<file path="config.mk">
export PLATFORM = sky130hd
export DESIGN_NAME = frame_serializer
export DESIGN_NICKNAME = d
export VERILOG_FILES = /design/src/rtl/frame_pkg.sv /design/src/rtl/bit_timer.sv /design/src/rtl/frame_serializer.sv
export SDC_FILE = /design/constraint.sdc
export NUM_CORES = 1
export LEC_CHECK = 0
export ABC_CLOCK_PERIOD_IN_PS = 4200
export BUFFER_PORTS_ARGS = -buffer_cell sky130_fd_sc_hd__buf_2
export CORE_ASPECT_RATIO = 1.5
export CORE_UTILIZATION = 36
export CTS_BUF_LIST = sky130_fd_sc_hd__clkbuf_4 sky130_fd_sc_hd__clkbuf_8
export DETAILED_ROUTE_END_ITERATION = 16
export PLACE_DENSITY = 0.55
export SLEW_MARGIN = 15
export SYNTH_ARGS = -nofsm -noshare
export SYNTH_HDL_FRONTEND = slang
export SYNTH_SLANG_ARGS = --single-unit
</file>
<file path="constraint.sdc">
create_clock -name clk -period 4.2 [get_ports clk]
set_clock_uncertainty 0.1 [all_clocks]
set_input_delay 0.84 -clock clk [delete_from_list [all_inputs] [get_ports clk]]
set_output_delay 0.84 -clock clk [all_outputs]
set_load 0.01 [all_outputs]
</file>
<file path="src/rtl/frame_pkg.sv">
// frame_pkg: shared definitions for the frame queue read side (serializer)
// and write side (frame builder).
//   FRAME_W          default frame width (start + 8 data + parity + stop)
//   DEF_CLKS_PER_BIT default serial bit period in clk cycles
//   START_BIT/PARITY_BIT/STOP_BIT  field positions within a frame
//   state_t          serializer FSM states
//   odd_parity()     parity bit that makes data+parity carry an odd count of ones
package frame_pkg;
    localparam int FRAME_W          = 11;
    localparam int DEF_CLKS_PER_BIT = 16;

    localparam int START_BIT  = 0;
    localparam int STOP_BIT   = FRAME_W - 1;
    localparam int PARITY_BIT = FRAME_W - 2;

    typedef enum logic [1:0] {IDLE, FETCH, LOAD, SHIFT} state_t;

    function automatic logic odd_parity(input logic [FRAME_W-4:0] data);
        return ~^data;
    endfunction
endpackage

</file>
<file path="src/rtl/bit_timer.sv">
// bit_timer: serial bit-period counter.
//   clk, reset : system clock, async active-high reset
//   clr        : synchronous clear of the count
//   en         : count enable (one tick per cycle)
//   tc         : terminal-count strobe, high on the last cycle of a bit period
module bit_timer #(
    parameter int CLKS_PER_BIT = 16,
    parameter int CNT_W        = $clog2(CLKS_PER_BIT)
) (
    input  logic clk,
    input  logic reset,
    input  logic clr,
    input  logic en,
    output logic tc
);
    logic [CNT_W-1:0] clk_cnt;

    assign tc = en && (clk_cnt == CNT_W'(CLKS_PER_BIT - 1));

    always_ff @(posedge clk or posedge reset) begin
        if (reset)
            clk_cnt <= '0;
        else if (clr || tc)
            clk_cnt <= '0;
        else if (en)
            clk_cnt <= clk_cnt + 1'b1;
    end
endmodule

</file>
<file path="src/rtl/frame_serializer.sv">
// frame_serializer: pops frames from the frame queue and shifts them out
// LSB-first on tx_out, one bit every CLKS_PER_BIT cycles.
//   clk, reset  : system clock, async active-high reset
//   tx_en       : allows a new frame to start (never aborts one in flight)
//   q_empty     : queue empty flag
//   q_data      : queue registered output, valid the cycle after q_dequeue
//   q_dequeue   : one-cycle pop request (FETCH only)
//   tx_out      : serial line, idles high, driven straight from a flop
//   busy        : FETCH through the end of the last bit
//   frame_done  : one-cycle pulse after the last bit period
//   frame_err   : one-cycle pulse in LOAD when a malformed frame is dropped
// Optional: define FRAME_SERIALIZER_CHECK_EN to check start/stop/parity in
// LOAD and drop bad frames; otherwise frames go out verbatim, frame_err = 0.
import frame_pkg::*;

module frame_serializer #(
    parameter int WIDTH        = FRAME_W,
    parameter int CLKS_PER_BIT = DEF_CLKS_PER_BIT,
    parameter int CNT_W        = $clog2(CLKS_PER_BIT)
) (
    input  logic             clk,
    input  logic             reset,
    input  logic             tx_en,
    input  logic             q_empty,
    input  logic [WIDTH-1:0] q_data,
    output logic             q_dequeue,
    output logic             tx_out,
    output logic             busy,
    output logic             frame_done,
    output logic             frame_err
);
    localparam int IDX_W = $clog2(WIDTH + 1);

    state_t           state, state_nxt;
    logic [WIDTH-1:0] shreg;
    logic [IDX_W-1:0] bit_idx;
    logic             tc, last_bit, frame_ok;

    bit_timer #(.CLKS_PER_BIT(CLKS_PER_BIT), .CNT_W(CNT_W)) u_timer (
        .clk  (clk),
        .reset(reset),
        .clr  (state == LOAD),
        .en   (state == SHIFT),
        .tc   (tc)
    );

`ifdef FRAME_SERIALIZER_CHECK_EN
    assign frame_ok = (q_data[START_BIT] == 1'b0) && (q_data[WIDTH-1] == 1'b1) &&
                      (^q_data[WIDTH-2:1] == 1'b1);
`else
    assign frame_ok = 1'b1;
`endif

    assign last_bit = (bit_idx == IDX_W'(WIDTH - 1));
    // The shift register refills with ones, so it is all ones whenever no
    // frame is in flight and tx_out idles high without extra muxing.
    assign tx_out   = shreg[0];
    assign busy     = (state != IDLE);

    always_ff @(posedge clk or posedge reset) begin
        if (reset)
            state <= IDLE;
        else
            state <= state_nxt;
    end

    always_comb begin
        state_nxt = state;
        q_dequeue = 1'b0;
        frame_err = 1'b0;
        case (state)
            IDLE:  if (tx_en && !q_empty) state_nxt = FETCH;
            FETCH: begin
                q_dequeue = 1'b1;
                state_nxt = LOAD;
            end
            LOAD: begin
                if (frame_ok) begin
                    state_nxt = SHIFT;
                end else begin
                    frame_err = 1'b1;
                    state_nxt = IDLE;
                end
            end
            SHIFT: if (tc && last_bit) state_nxt = IDLE;
            default: state_nxt = IDLE;
        endcase
    end

    always_ff @(posedge clk or posedge reset) begin
        if (reset) begin
            shreg      <= '1;
            bit_idx    <= '0;
            frame_done <= 1'b0;
        end else begin
            frame_done <= (state == SHIFT) && tc && last_bit;
            case (state)
                LOAD: begin
                    bit_idx <= '0;
                    if (frame_ok) shreg <= q_data;
                end
                SHIFT: begin
                    if (tc) begin
                        shreg   <= {1'b1, shreg[WIDTH-1:1]};
                        bit_idx <= bit_idx + 1'b1;
                    end
                end
                default: ;
            endcase
        end
    end
endmodule

</file>
* Word level (Yosys, flattened, before mapping) *
Cells that the tools add are included.

word-level totals
  register bits = 22
  latch bits = 0
  RAM bits = 0
  memory bits (read-only) = 0
  output and inout port bits = 5
  memories kept = 0

operators by class
  $add $sub $neg = 2
  $mul = 0
  divide/modulo/power cells = 0
  $lt $le $gt $ge = 0
  eq/ne operators = 8
  shift operators = 0
  mux-type cells = 10
  bitwise gates (word level) = 0
  reductions and logical operators = 13

operator list
  operator             number
  $pmux 11 s2          1
  $mux 4               3
  $mux 11              1
  $add 4x1->4 const B  2
  $eq 4x4->1 const B   2
  $pmux 2 s4           1
  $pmux 4 s2           1
  $ne 2x2->1 const B   3
  $reduce_bool 2->1    3
  $logic_and 1x1->1    5
  $eq 2x2->1 const B   2
  $mux 2               2
  $reduce_and 2->1     2
  $eq 2x1->1 const B   1
  $logic_not 2->1      1
  $logic_not 1->1      1
  $logic_or 1x1->1     1
  $mux 1               1

* Depth between registers and ports, before layout *
  word-level depth = 5
  gate-level depth with buffers = 6

* Modules after synthesis *
Synthesis repeated with hierarchy kept, for this count alone.

unflattened totals
  cell total of the unflattened synthesis = 116
  area, all modules = 1203.7 sq um

by module, submodules not included
  module            instances  cells an instance  area an instance (sq um)  seq. area each (sq um)
  frame_serializer  1          92                 996.0                     464.2
  bit_timer         1          24                 207.7                     100.1

* Least setup slack after synthesis *
OpenSTA, ideal clock, no wires.

  kind = flip-flop to output port
  start = reg state[0]
  end = out busy
  data arrival time = 0.747 ns
  setup slack = 2.513 ns
  cell stages (with the launch flop) = 4
  cell sequence = dfrtp_1 inv_1 ha_1 inv_1

between the ends
  cells in the longest elaborated chain, start to end = 1

RTL lines
  element                 RTL line                RTL
  start, declared         frame_serializer.sv:34  state_t state, state_nxt;
  start signal, assigned  frame_serializer.sv:64  state <= state_nxt;
  $reduce_bool 2->1       frame_serializer.sv:58  assign busy = (state != IDLE);
  end, declared           frame_serializer.sv:28  output logic busy,

Every way passes these cells.

* Worst setup path after layout *
  start = reg state[1]
  end = reg state[0]

between the ends
  cells in the longest elaborated chain, start to end = 5
  elaborated cells between the ends (all ways) = 10

RTL lines
  element                            RTL line                                        RTL
  $eq 2x2->1                         frame_serializer.sv:43, frame_serializer.sv:71
  $logic_and 1x1->1                  bit_timer.sv:18                                 assign tc = en && (clk_cnt == CNT_W'(CLKS_PER_BIT - 1));
  $logic_and 1x1->1                  frame_serializer.sv:85                          SHIFT: if (tc && last_bit) state_nxt = IDLE;
  $ne 2x2->1 (no source line)        --
  $reduce_and 2->1 (no source line)  --

Parallel ways exist; a longest one is shown, timed or not.
A chain may end at the register's enable or synchronous reset.

==> summary.txt <==
Clock tree
  • TritonCTS buffer count: 3
  • Clock slew at reported path FFs: roughly 0.08 ns
  • Post-cts resize count: 0
  • Post-CTS Setup Inserts: 0
  • CTS H-Tree Depth: 1
  • CTS Sinks: 22
  • CTS tree: done
  • Clock latency on the worst-skew pair: 0.26 ns
  • Root buf cell: clkbuf_8
  • Clk buf depth: 2
  • Hold buffers post-CTS: 0

Yosys
  • Synth Instances: around 110
  • Syn Std Cell Area: about 1200 um^2
  • Distinct cells, synth: 30
  • Sequential-to-total area share from yosys stat: ~48%
  • Syn_nets: 134
  • FF+latch count, synth: 22
  • Avg Inst Size Synth: between 10 and 15 um^2
  • Syn. warnings: 0

Layout
  • Layout area overhead: 11.98%
  • Nets@finish: 149
  • Core Util, Final: a little over two fifths
  • Share of cells above drive strength 1: approximately 28%
  • Commonest non-fill, non-tap cell in the layout: buf_2
  • Combined area of the multi-input logic cells: between 500 and 600 um^2
  • Fill cells: about 320
  • Reg area: ~560 um^2
  • Commonest cells after routing, fill and taps aside: buf_2 (18), nor3_1 (14)
  • # diodes: 0

Floorplanning
  • Die height: a little over 70 um
  • Die W: 48.75 um
  • Std-Cell Rows: 25
  • Io pins: 20
  • Core area: between 3000 and 4000 um^2
  • Die area: ~3500 um^2
  • Starting Density: a little under two fifths

Routing
  • Iter 0 DRT Violations: 16
  • First drt pass iteration count: 4
  • DRC viols: 0
  • WL final: roughly 2300 um
  • Antenna-violating nets left: 0
  • Average wire per standard cell: between 10 and 15 um
  • Via count: about 860
  • Via/cell ratio: about 5.2

Timing
  • Final hold vios: 0
  • Setup Total Neg Slack: 0 ns
  • Max Freq: slightly below 400 MHz
  • Slew HR: about a third
  • RSZ-0062 raised after global routing: false
  • Crit path time final: approximately 2.6 ns
  • Setup ws final: 1.609 ns
  • Worst slew pin tran: around 0.98 ns
  • Final setup vio count: 0
  • Fin crit share: about three fifths
  • Max Slew Vio Count: 0

Placement
  • Routability Congestion: roughly 0.68
  • Final HPWL DP: 1587 um
  • Pre-CTS setup slack: between 1.5 and 2 ns
  • Port Buffer Count: 18

Power
  • Clock network fraction of total power: between 30 and 40%
  • Reg power frac: a little under three fifths
  • Int Pwr: 0.3113 mW
  • Pwr/cell area: approximately 300 nW/um^2
  • P_leak: roughly 0.7 nW
  • Psw: 0.07848 mW
  • Comb pwr share: 4.8%
  • VDD IR max: around 210 uV
  • Sw frac: 20.13%

Worst hold path
  • Type of the worst min-delay path: flip-flop to flip-flop
  • Hold path depth: 1

Global route
  • Vias in the first global route: around 910
  • First-pass GRT wire length: 4071 um
  • Maximum number of pins on one net before global-route repair: 23
  • Antenna violations before repair: 0
  • Gr ovfl total: 0
  • Total Routing Usage GR: ~14%

Worst setup path
  • WP data required: 4.25 ns
  • Worst Path Max Fanout: 21
  • Critical path type: flip-flop to flip-flop
  • Path depth of the worst reg2reg path: 4
  • Crit start category: flip-flop
  • Crit end category: flip-flop
  • CP arrival: between 2 and 3 ns

Outcome
  • Status: complete, no violations

Run
  • Max Cap Viol: 0
==> state kept, by name (all words and copies together), names as in the netlist <==
signal,flops
bit_idx,4
state,2
u_timer.clk_cnt,4
shreg,11
frame_done,1
==> power groups by stage <==
stage	combinational, mW	sequential (mW)	clock, mW
after global placement	0.0188	0.225	0
after detailed placement	0.0191	0.225	0
after floorplan	0.0107	0.224	0
final	0.0186	0.221	0.150
after global routing	0.0222	0.221	0.161
after CTS	0.0191	0.221	0.154
==> worst paths after layout <==
kind / startpoint / to / slack [ns]
hold reg to reg: shreg[10]$_DFFE_PP1P_ / shreg[10]$_DFFE_PP1P_ / 0.43
max in group asynchronous: reset / u_timer.clk_cnt[1]$_DFFE_PP0P_ / 2.85
setup / recovery: state[1]$_DFFE_PP0P_ / state[0]$_DFFE_PP0P_ / 1.61
min in group asynchronous: reset / bit_idx[0]$_DFFE_PP0P_ / 0.63
setup reg to reg: state[1]$_DFFE_PP0P_ / state[0]$_DFFE_PP0P_ / 1.61
hold / removal: shreg[10]$_DFFE_PP1P_ / shreg[10]$_DFFE_PP1P_ / 0.43
==> synth_stat cells <==
library cell,instances,area [um^2]
mux2i_1,11,110.1
buf_2,4,20.02
dfrtp_1,11,275.3
o22a_1,1,8.760
o211ai_1,1,7.510
o21ai_1,3,15.01
nor3_1,14,70.07
nand3_1,2,10.01
nand2_1,4,15.01
nor2_1,1,3.750
nor2b_1,2,12.51
o31a_1,1,8.760
or3_1,4,25.02
nand4_1,1,6.260
xnor2_1,1,8.760
xor2_1,2,17.52
a21oi_2,1,8.760
o311a_1,1,10.01
nand2b_1,1,6.260
dfstp_2,11,289.0
buf_6,1,11.26
a21oi_1,11,55.05
o21ai_0,2,10.01
o311ai_1,2,17.52
conb_1,1,3.750
nand4_2,1,12.51
and4_1,1,8.760
ha_1,7,87.58
buf_4,3,22.52
inv_1,6,22.52
==> critical path: stages (launching register included) <==
cell	delay (ns)
dfrtp_1	0.41
ha_1	0.83
nand4_2	0.43
o31a_1	0.43
o311a_1	0.29
==> routing by layer <==
layer	up-vias	global-route usage, %	wire [um]
li1	426	-	-
met1	413	18.74	1083
met2	18	25.15	1090
met3	2	1.258	62
met4	0	4.902	23
met5	-	0	0
==> layout make-up <==
cell class,instances,share of cell area [%]
Sequential cell,22,42.71
Multi-Input combinational cell,76,40.81
Timing Repair Buffer,18,6.818
Clock buffer,4,4.167
Tap cell,40,3.788
Inverter,6,1.705
==> logic make-up after synthesis <==
logic type,count (synthesis),share of synthesized area [%]
compound gates,23,11.98
xor+xnor,3,2.227
fa+ha+maj,7,7.423
buf+inv,14,6.468
flops,22,47.83
mux,11,9.332
other cells,1,0.3178
simple gates,31,14.42
==> per-stage QoR <==
stage               total power [mW]  instance area (um^2)  instances  hold WS, ns
floorplan                     0.2351                  1180        112       0.3969
global placement              0.2433                  1266        162       0.4019
detailed placement            0.2438                  1266        162       0.4125
CTS                           0.3935                  1321        166       0.4242
global route                  0.4044                  1321        166       0.4448
finish                        0.3898                  1321        166       0.4277
Power figures use the tool's default switching activity.
